==> config.mk <==
export PLATFORM = sky130hd
export DESIGN_NAME = bpc_et_flat
export DESIGN_NICKNAME = d
export VERILOG_FILES = /design/src/rtl/bpc_et_if.sv /design/src/rtl/bpc_et.sv /design/src/flat_wrapper.sv
export SDC_FILE = /design/constraint.sdc
export NUM_CORES = 1
export LEC_CHECK = 0
export CAP_MARGIN = 25
export CORE_ASPECT_RATIO = 1.75
export CORE_MARGIN = 4
export CORE_UTILIZATION = 50
export DETAILED_ROUTE_END_ITERATION = 12
export PLACE_DENSITY_LB_ADDON = 0.12
export REMOVE_ABC_BUFFERS = 1
export SYNTH_ARGS = -nofsm -noshare
export SYNTH_HDL_FRONTEND = slang
export SYNTH_SLANG_ARGS = --single-unit
==> constraint.sdc <==
create_clock -name clk -period 2.8 [get_ports clk]
set_input_delay 0.56 -clock clk [delete_from_list [all_inputs] [get_ports clk]]
set_output_delay 0.56 -clock clk [all_outputs]
set_load 0.1 [all_outputs]
==> src/rtl/bpc_et_if.sv <==
// Handshake/bus bundle for bpc_et: run control and configuration in, counter samples and status out.
interface bpc_et_if #(
  parameter int WIDTH = 8,
  parameter int NCH   = 4
);
  logic                   start;
  logic [WIDTH-1:0]       mask;
  logic [NCH*WIDTH-1:0]   seed;
  logic [WIDTH:0]         len;
  logic [NCH-1:0]         ch_en;
  logic                   stall;
  logic                   abort;
  logic [NCH*WIDTH-1:0]   cnt;
  logic                   valid;
  logic [NCH-1:0]         ovf;
  logic                   busy;
  logic                   done;

  modport master (
    output start, mask, seed, len, ch_en, stall, abort,
    input  cnt, valid, ovf, busy, done
  );

  modport slave (
    input  start, mask, seed, len, ch_en, stall, abort,
    output cnt, valid, ovf, busy, done
  );
endinterface

==> src/rtl/bpc_et.sv <==
// Multi-channel masked-increment counter with start/done sequencing and early termination.
// Optional macro BPC_ET_BITREV_EN presents each channel's counter bit-reversed on cnt.
module bpc_et #(
  parameter int WIDTH = 8,
  parameter int NCH   = 4
) (
  input  logic      clk,
  input  logic      rst,
  bpc_et_if.slave   bus
);

  typedef enum logic [1:0] {S_IDLE, S_RUN, S_DONE} state_t;

  localparam logic [WIDTH:0] K_ONE = {{WIDTH{1'b0}}, 1'b1};

  state_t           r_state;
  logic [WIDTH-1:0] r_mask;
  logic [WIDTH:0]   r_len;
  logic [WIDTH-1:0] r_s;
  logic [WIDTH:0]   r_k;

  logic             w_step;
  logic             w_last;
  logic             w_load;
  logic [WIDTH:0]   w_s_inc;

  // Returns {wrap, next value}; masked positions hold and pass the carry through.
  function automatic logic [WIDTH:0] masked_inc(input logic [WIDTH-1:0] v,
                                                input logic [WIDTH-1:0] m);
    logic [WIDTH:0] c;
    c    = '0;
    c[0] = 1'b1;
    for (int i = 0; i < WIDTH; i++) begin
      c[i+1] = c[i] & (v[i] | m[i]);
    end
    return {c[WIDTH], v ^ (c[WIDTH-1:0] & ~m)};
  endfunction

  assign w_load  = (r_state == S_IDLE) && bus.start;
  assign w_step  = (r_state == S_RUN) && !bus.stall && !bus.abort;
  assign w_s_inc = masked_inc(r_s, r_mask);
  assign w_last  = (r_len != '0) ? (r_k == (r_len - K_ONE)) : w_s_inc[WIDTH];

  assign bus.valid = w_step;
  assign bus.busy  = (r_state != S_IDLE);
  assign bus.done  = (r_state == S_DONE);

  always_ff @(posedge clk) begin
    if (rst) begin
      r_state <= S_IDLE;
      r_mask  <= '0;
      r_len   <= '0;
      r_s     <= '0;
      r_k     <= '0;
    end else begin
      case (r_state)
        S_IDLE: begin
          if (bus.start) begin
            r_state <= S_RUN;
            r_mask  <= bus.mask;
            r_len   <= bus.len;
            r_s     <= '0;
            r_k     <= '0;
          end
        end
        S_RUN: begin
          // abort outranks both stall and termination
          if (bus.abort) begin
            r_state <= S_IDLE;
          end else if (!bus.stall) begin
            r_s <= w_s_inc[WIDTH-1:0];
            r_k <= r_k + K_ONE;
            if (w_last) begin
              r_state <= S_DONE;
            end
          end
        end
        S_DONE: begin
          r_state <= S_IDLE;
        end
        default: begin
          r_state <= S_IDLE;
        end
      endcase
    end
  end

  generate
    for (genvar gi = 0; gi < NCH; gi++) begin : g_ch
      logic [WIDTH-1:0] r_v;
      logic [WIDTH:0]   w_inc;

      assign w_inc = masked_inc(r_v, r_mask);

      always_ff @(posedge clk) begin
        if (rst) begin
          r_v <= '0;
        end else if (w_load) begin
          r_v <= bus.seed[gi*WIDTH +: WIDTH] & ~bus.mask;
        end else if (w_step && bus.ch_en[gi]) begin
          r_v <= w_inc[WIDTH-1:0];
        end
      end

      assign bus.ovf[gi] = w_step & bus.ch_en[gi] & w_inc[WIDTH];

`ifdef BPC_ET_BITREV_EN
      for (genvar bi = 0; bi < WIDTH; bi++) begin : g_rev
        assign bus.cnt[gi*WIDTH + bi] = r_v[WIDTH-1-bi];
      end
`else
      assign bus.cnt[gi*WIDTH +: WIDTH] = r_v;
`endif
    end
  endgenerate

endmodule

==> src/flat_wrapper.sv <==
// flat-port wrapper written by rule: the top's interface ports become plain ports
module bpc_et_flat 
#(
  parameter int WIDTH = 8,
  parameter int NCH   = 4
)
  (clk, rst, bus_start, bus_mask, bus_seed, bus_len, bus_ch_en, bus_stall, bus_abort, bus_cnt, bus_valid, bus_ovf, bus_busy, bus_done);
  bpc_et_if #(.WIDTH(WIDTH), .NCH(NCH)) bus_i ();
  input  logic clk;
  input  logic rst;
  input wire logic [$bits(bus_i.start)-1:0] bus_start;
  input wire logic [$bits(bus_i.mask)-1:0] bus_mask;
  input wire logic [$bits(bus_i.seed)-1:0] bus_seed;
  input wire logic [$bits(bus_i.len)-1:0] bus_len;
  input wire logic [$bits(bus_i.ch_en)-1:0] bus_ch_en;
  input wire logic [$bits(bus_i.stall)-1:0] bus_stall;
  input wire logic [$bits(bus_i.abort)-1:0] bus_abort;
  output wire logic [$bits(bus_i.cnt)-1:0] bus_cnt;
  output wire logic [$bits(bus_i.valid)-1:0] bus_valid;
  output wire logic [$bits(bus_i.ovf)-1:0] bus_ovf;
  output wire logic [$bits(bus_i.busy)-1:0] bus_busy;
  output wire logic [$bits(bus_i.done)-1:0] bus_done;
  assign bus_i.start = bus_start;
  assign bus_i.mask = bus_mask;
  assign bus_i.seed = bus_seed;
  assign bus_i.len = bus_len;
  assign bus_i.ch_en = bus_ch_en;
  assign bus_i.stall = bus_stall;
  assign bus_i.abort = bus_abort;
  assign bus_cnt = bus_i.cnt;
  assign bus_valid = bus_i.valid;
  assign bus_ovf = bus_i.ovf;
  assign bus_busy = bus_i.busy;
  assign bus_done = bus_i.done;
  bpc_et #(.WIDTH(WIDTH), .NCH(NCH)) u_core (.clk(clk), .rst(rst), .bus(bus_i));
endmodule
Word-level counts from Yosys, hierarchy flattened
Index checks and enable logic that the tools add are counted.
{"block": "word_totals", "ff_bits": 68, "elab_cells": 160, "inputBits": 58, "out_inout_bits": 39}
{"block": "classes", "reduce_logical": 20, "n_eq_ne": 8, "n_bitwise": 99, "muxes": 22, "add_sub_neg": 2}
{"cell": "2-to-1 mux 8 bit", "count": 11}
{"cell": "AND 8 bit", "count": 9}
{"cell": "AND 1 bit", "count": 43}
{"cell": "bitwise OR 1 bit", "count": 40}
{"cell": "XOR 8 bit", "count": 5}
{"cell": "2-to-1 mux 9 bit", "count": 3}
{"cell": "one-hot mux 9 bit (2 select lines)", "count": 1}
{"cell": "NOT 8 bit", "count": 2}
{"cell": "one-hot mux 8 bit (2 select lines)", "count": 1}
{"cell": "nonzero test 2 bit", "count": 6}
{"cell": "adder 9 x 1 -> 9 bit, second input constant", "count": 1}
{"cell": "== test 9 bit", "count": 1}
{"cell": "nonzero test 9 bit", "count": 1}
{"cell": "subtractor 9 x 1 -> 9 bit, second input constant", "count": 1}
{"cell": "2-to-1 mux 2 bit", "count": 4}
{"cell": "logical AND 1 bit", "count": 7}
{"cell": "!= test 2 bit, second input constant", "count": 3}
{"cell": "one-hot mux 2 bit (2 select lines)", "count": 1}
{"cell": "AND reduction 4 bit", "count": 1}
{"cell": "!= test 3 x 2 -> 1 bit, second input constant", "count": 1}
{"cell": "!= test 3 bit, second input constant", "count": 1}
{"cell": "AND reduction 3 bit", "count": 1}
{"cell": "== test 2 x 1 -> 1 bit, second input constant", "count": 1}
{"cell": "== test 2 bit, second input constant", "count": 1}
{"cell": "other kinds (4)", "count": 5}

Logic depth before layout (Yosys ltp)
Gate-level depths: netlist of the first run.
{"block": "logic_depth", "depth_word": 13, "ltp_mapped": 8, "ltp_nobuf": 7}

Least setup slack after synthesis of the first run
OpenSTA, ideal clock, no wires.
{"block": "synth_timing", "path_type": "flip-flop to output port", "start": "register u_core.g_ch[0].r_v[0]", "end": "output bus_ovf[0]", "arrival_ns": 5.279, "stages_incl_launch_ff": 7, "required_time_ns": 2.240, "n_path_buf": 0, "slack_ns": -3.039, "cell_sequence": "dfxtp_1 inv_1 ha_1 o21bai_1 or3_1 or3_1 nor4_1"}
{"block": "synth_via", "elab_chain_len": 9}
{"element": "start: declaration", "line_no": "bpc_et.sv:90", "text": "logic [WIDTH-1:0] r_v;"}
{"element": "start signal: assignment", "line_no": "bpc_et.sv:99", "text": "r_v <= bus.seed[gi*WIDTH +: WIDTH] & ~bus.mask;"}
{"element": "start signal: assignment", "line_no": "bpc_et.sv:101", "text": "r_v <= w_inc[WIDTH-1:0];"}
{"element": "bitwise OR 1 bit", "line_no": "bpc_et.sv:34", "text": "c[i+1] = c[i] & (v[i] | m[i]);"}
{"element": "AND 1 bit (7 in series)", "line_no": "bpc_et.sv:34"}
{"element": "AND 1 bit", "line_no": "bpc_et.sv:105", "text": "assign bus.ovf[gi] = w_step & bus.ch_en[gi] & w_inc[WIDTH];"}
{"element": "end: declaration", "line_no": "flat_wrapper.sv:20", "text": "output wire logic [$bits(bus_i.ovf)-1:0] bus_ovf;"}
Every way passes these cells.

Final worst setup path of the first run
Ends and elaborated chain as after synthesis.

==> results.md, run 1 <==
* Outcome: complete, no violations
* IO buf count at 96
* Routed wire length at 14.1 mm
* Final ANT Viol Nets at 0
* RSZ-0062 raised after global routing: yes
* Startpoint Class: register
* Fin crit share at 99.5%
* Share of cells above drive strength 1 at 19.0%
* Initial Util at 51.9%
* Vias at 4630
* Design Area, Final at 5620 µm²
* First DRT Iteration DRCs at 296
* Filler instances at 628
* Slowest-stage cell, CP: or3_4
* Share of the synthesized area in the top cell type at 34.2%
* Largest net degree at the start of global routing at 52
* Max-Cap Viols at 0
* Bufs on Longest Clock Path at 2
* Root Driver: clkbuf_16
* CP most frequent cell: or3_4
* Worst hold-check path type: reg -> reg
* WP data required at 2.24 ns
* Mapped Area at 3980 µm²
* Worst setup EP type: primary output
* Area after DPL at 5180 µm²
* DRT Pass-1 Iters at 5
* Yosys Warn Count at 0
* Post-synth top cells: dfxtp_1, nor2_1, nand2_1, a21oi_1, o21ai_0
* Sequential share of the synthesized area at 34.2%
* # nets final at 701
* Slew HR at 47.0%
* Worst-path clk slew at 0.05 ns
* Worst Path Max Fanout at 3
* Post-synth EDFFs at 0
* DRC Markers at 0
* Fmax achieved at 359 MHz
* Cell count after synthesis at 522
* Post-synth top flop: dfxtp_1
* Yosys reg bits at 68
* Area Overhead vs Synth at 41.2%
* Power density over the cells at 540 nW/µm²
* Final hold vios at 0
* # setup viols final at 0
* Total Power at 3040 µW
* RD Place Congestion at 0.922
* Vias/cell at 6.35
* Yosys cell types at 57
* Core area at 7670 µm²
* Post-DP HPWL at 10.2 mm
* Ys async rst share at 0%
* Placed cell count at 709
* Final Non-Filler Cells at 729
* LEAKAGE at 0.00215 µW
* Number of global-route vias before repair at 4535
* Worst vdd ir at 494 µV
* Max Slew Vio Count at 0
* First-pass GRT wire length at 21.5 mm
* Largest area contributor in the netlist: dfxtp_1
* Die extent in y at 126 µm
* Rows at 42
* # diodes at 0
* CTS sink count at 68
* Top Family by Delay on Critical Path: simple AND/OR/NAND/NOR gates
* Main area contributors after synthesis: dfxtp_1, nor2_1, a21oi_1
* Maximum level of the CTS H-tree at 3
* Worst skew pair latency at 0.33 ns
* Syn Area/Cell at 7.63 µm²
* Die area at 9510 µm²
* Worst-Margin Slew at 0.793 ns
* Clock Skew at 0.00355 ns
* Num CTS Buffers at 9
* Max incr delay on CP at 0.37 ns
* I/O pin total at 97
* Antenna violations before repair at 0
* Fin crit period at 2.78 ns
* Global route overflow at 0
* Die W at 75.5 µm
* Worst path bufs/invs at 3
* Top-count cell post-synth: dfxtp_1
* WL/cell at 19.4 µm
* Crit path DAT at 2.22 ns
* Worst path cell trace: inv_2 -> ha_2 -> o21bai_4 -> or3_4 -> or3_4 -> nor4_4 -> buf_4 -> buf_12
* Setup Crit Path Kind: reg -> out
* GRT Overall Usage at 29.5%
* CTS tree: built
-- sequential cells by signal (all words and copies together) (netlist names) --
register	cells
u_core.r_s	8
u_core.r_len	9
u_core.r_k	9
u_core.r_mask	8
u_core.g_ch.r_v	32
u_core.r_state	2
-- metrics by stage --
step / TNS, ns / worst slack (ns) / hold slack (ns) / util (%)
after global routing: -0.0374 / -0.0344 / 0.482 / 73.3
final: 0 / 0.0153 / 0.466 / 73.3
after floorplan: -123.75 / -3.04 / 0.430 / -
after global placement: 0 / 0.0462 / 0.445 / 67.5
after CTS: 0 / 0.0298 / 0.468 / 72.4
after detailed placement: 0 / 0.0534 / 0.468 / 67.5
-- path summary, 6_finish.rpt --
check	from	end	slack, ns	cells after the start
max	u_core.g_ch[0].r_v[0]	bus_ovf[0]	0.02	8
min	u_core.r_mask[0]	u_core.r_mask[0]	0.47	2
max reg2reg	u_core.r_len[0]	u_core.r_state[0]	0.28	8
min reg2reg	u_core.r_mask[0]	u_core.r_mask[0]	0.47	2
-- placed cells by master (no fill, tap or decap), drive strengths merged, types with 4 or more instances in the layout --
cell,netlist,routed
o21bai,7,7
nor4,25,25
a21oi,42,42
a211oi,4,4
nand4bb,4,4
nand4,8,8
xnor2,13,13
a22oi,6,6
nor2b,4,4
o22ai,4,4
a32oi,5,5
or4,5,5
dfxtp,68,68
nand2b,9,9
nand2,53,53
nor3b,6,6
nor2,59,59
clkdlybuf4s50,0,56
nor3,19,19
o311ai,10,10
xor2,13,13
buf,7,79
and3,4,4
clkbuf,25,12
nand3,9,9
o21ai,30,30
nand3b,7,7
o211ai,8,8
ha,7,7
or3,11,11
inv,17,17
-- area by class of cell --
cell class | instances | area (µm²) | area share (%)
sequential | 68 | 1360 | 24.3
inverter | 17 | 63.8 | 1.14
clock buffer | 12 | 256 | 4.56
tap | 88 | 110 | 1.96
timing repair buffer | 135 | 1240 | 22.0
clock inverter | 4 | 47.5 | 0.846
multi-input combinational | 405 | 2540 | 45.2
-- routing by layer --
metal,part of all wire [%],vias to the layer above,GRT usage [%]
li1,-,2143,-
met1,35,2179,30.9
met2,51,227,49.9
met3,6.3,81,5.66
met4,7.5,0,21.1
met5,0,-,0
-- timing repair --
item,CTS,global route
pin swaps,9,7
hold endpoints to repair,0,0
resized for setup,12,10
buffers inserted,2,2
setup endpoints to repair,4,4
hold buffers,0,0
-- cell families after synthesis --
family	share of synthesized area [%]
simple gates	29.8
compound gates	23.3
flops	34.2
buf+inv	4.78
xor+xnor	5.72
fa+ha+maj	2.20
-- report_power, final --
part / internal (µW) / switching [µW]
registers: 1020 / 67.3
clock network: 735 / 417
logic: 286 / 516
total: 2040 / 1000
-- tightest hold or removal path, cell delays in order (launching register included) --
cell,delay [ns]
dfxtp_2,0.32
nand2_1,0.05
a21oi_1,0.06
Note: power is estimated with default switching activity, not from simulation.
==> run 2: changes to the inputs <==
--- a/config.mk
+++ b/config.mk
@@ -5,7 +5,6 @@
 export SDC_FILE = /design/constraint.sdc
 export NUM_CORES = 1
 export LEC_CHECK = 0
-export CAP_MARGIN = 25
 export CORE_ASPECT_RATIO = 1.75
 export CORE_MARGIN = 4
 export CORE_UTILIZATION = 50
==> results of run 2 <==
Same layout as run 1: the final DEF is identical, and so are final timing and power.
==> run 3: changes to the inputs <==
--- a/config.mk
+++ b/config.mk
@@ -9,7 +9,7 @@
 export CORE_MARGIN = 4
 export CORE_UTILIZATION = 50
 export DETAILED_ROUTE_END_ITERATION = 12
-export PLACE_DENSITY_LB_ADDON = 0.12
+export PLACE_DENSITY = 0.81
 export REMOVE_ABC_BUFFERS = 1
 export SYNTH_ARGS = -nofsm -noshare
 export SYNTH_HDL_FRONTEND = slang
==> results.md, run 3 (synthesis gave the netlist of run 1 again) <==
* Total Power at 2930 µW
* Core area at 7670 µm²
* Sw Ratio at 33.9%
* Largest net degree at the start of global routing at 36
* Post-DP HPWL at 9.79 mm
* Rows at 42
* GRT Overall Usage at 28.3%
* First-pass GRT wire length at 20.9 mm
* Fin crit share at 99.2%
* Cell internal pwr at 1940 µW
* First DRT Iteration DRCs at 407
* RD Place Congestion at 0.907
* Root Driver: clkbuf_16
* CTS sink count at 68
* Worst path cell trace: inv_2 -> ha_2 -> o21bai_4 -> or3_4 -> or3_4 -> nor4_2 -> buf_4 -> buf_12
* Final Non-Filler Cells at 721
* Setup_tns at 0 ns
* Clock Skew at 0.00490 ns
* Top Family by Delay on Critical Path: simple AND/OR/NAND/NOR gates
* Global route overflow at 0
* Largest regs: u_core.g_ch.r_v (32), u_core.r_k (9), u_core.r_len (9)
* Filler instances at 592
* Slowest-stage cell, CP: or3_4
* Initial Util at 51.9%
* Worst path bufs/invs at 3
* Worst Path Max Fanout at 3
* Worst hold-check path type: reg -> reg
* Crit path DAT at 2.22 ns
* Maximum level of the CTS H-tree at 3
* DRC Markers at 0
* Bufs on Longest Clock Path at 2
* WL/cell at 18.5 µm
* Area Overhead vs Synth at 39.5%
* Clk network pwr share at 36.0%
* Share of cells above drive strength 1 at 18.3%
* Worst vdd ir at 392 µV
* Vias/cell at 6.31
* DRT Pass-1 Iters at 5
* Antenna violations before repair at 0
* CTS tree: built
* RSZ-0062 raised after global routing: yes
* LEAKAGE at 0.00210 µW
* Worst-Margin Slew at 0.816 ns
* Final ANT Viol Nets at 0
* Die area at 9510 µm²
* Die extent in y at 126 µm
* Num CTS Buffers at 9
* Net switching power at 995 µW
* Power density over the cells at 528 nW/µm²
* Max FFs per register at 32
* Max Slew Vio Count at 0
* WP data required at 2.24 ns
* # setup viols final at 0
* Final hold vios at 0
* Slew HR at 45.4%
* Placed cell count at 704
* I/O pin total at 97
* Most common cell after layout, fill and taps aside: dfxtp_1
* Number of global-route vias before repair at 4380
* Worst skew pair latency at 0.34 ns
* End-of-flow core utilization at 72.4%
* Max-Cap Viols at 0
* Routed wire length at 13.3 mm
* Worst hold margin at 0.469 ns
* Setup Crit Path Kind: reg -> out
* CP most frequent cell: or3_4
* Vias at 4550
* Comb pwr share at 27.2%
* Max incr delay on CP at 0.35 ns
* Seq pwr share at 36.8%
* Worst setup EP type: primary output
* Worst-path clk slew at 0.05 ns
* # nets final at 694
* Top reg by flops: u_core.g_ch.r_v
* Hold bufs inserted after CTS at 0
* # diodes at 0
* Startpoint Class: register
* Fin crit period at 2.78 ns
* IO buf count at 96
* Outcome: complete, no violations
* Die W at 75.5 µm
* Commonest non-fill, non-tap cells in the layout: dfxtp_1, buf_4, nor2_1, clkdlybuf4s50_1, nand2_1
* Fmax achieved at 360 MHz
[run 3: tightest hold or removal path: stages (launching register included)]
cell and delay (ns):
dfxtp_2 0.32, nand2_1 0.05, a21oi_1 0.05
[run 3: per-stage QoR]
stage                     worst slack, ns  instance area [µm²]
after floorplan                     -3.04                 3850
after global placement              0.123                 5130
after detailed placement           0.0775                 5130
after CTS                          0.0154                 5460
after global routing              -0.0300                 5550
final                              0.0234                 5550
[run 3: power by group through the flow]
stage | Combinational (µW) | Sequential [µW] | Clock [µW]
2_1_floorplan | 290 | 1280 | 0
3_3_place_gp | 752 | 1090 | 0
3_5_place_dp | 767 | 1090 | 0
4_1_cts | 775 | 1070 | 1070
5_1_grt | 852 | 1080 | 1110
6_report | 798 | 1080 | 1060
[run 3: cell type report]
| cell class | count | area, µm² | area share, % |
|---|---|---|---|
| multi-input cells | 405 | 2560 | 46.2 |
| well taps | 88 | 110 | 1.98 |
| inverters | 17 | 63.8 | 1.15 |
| repair buffers | 128 | 1170 | 21.1 |
| clock inverters | 4 | 25.0 | 0.451 |
| flip-flops and latches | 68 | 1360 | 24.6 |
| clock buffers | 11 | 253 | 4.55 |
[run 3: path summary, 6_finish.rpt]
kind / slack (ns) / cells after the start / endpoint / start
setup / recovery: 0.02 / 8 / bus_ovf[0] / u_core.g_ch[0].r_v[0]
hold / removal: 0.47 / 2 / u_core.r_mask[0] / u_core.r_mask[0]
setup reg to reg: 0.44 / 6 / u_core.r_state[0] / u_core.r_len[1]
hold reg to reg: 0.47 / 2 / u_core.r_mask[0] / u_core.r_mask[0]
[run 3: layer usage]
layer	share of wire, %	vias up	global-route usage (%)
li1	-	2136	-
met1	35	2111	32.6
met2	51	245	46.6
met3	6.7	58	3.19
met4	6.8	0	19.7
met5	0	-	0
[run 3: repair_timing]
action | 4_1_cts | 5_1_grt
gates cloned | 0 | 0
pin swaps | 9 | 7
setup buffers | 0 | 2
resized for setup | 12 | 15
setup endpoints to repair | 4 | 4
endpoints found under the hold margin | 0 | 0
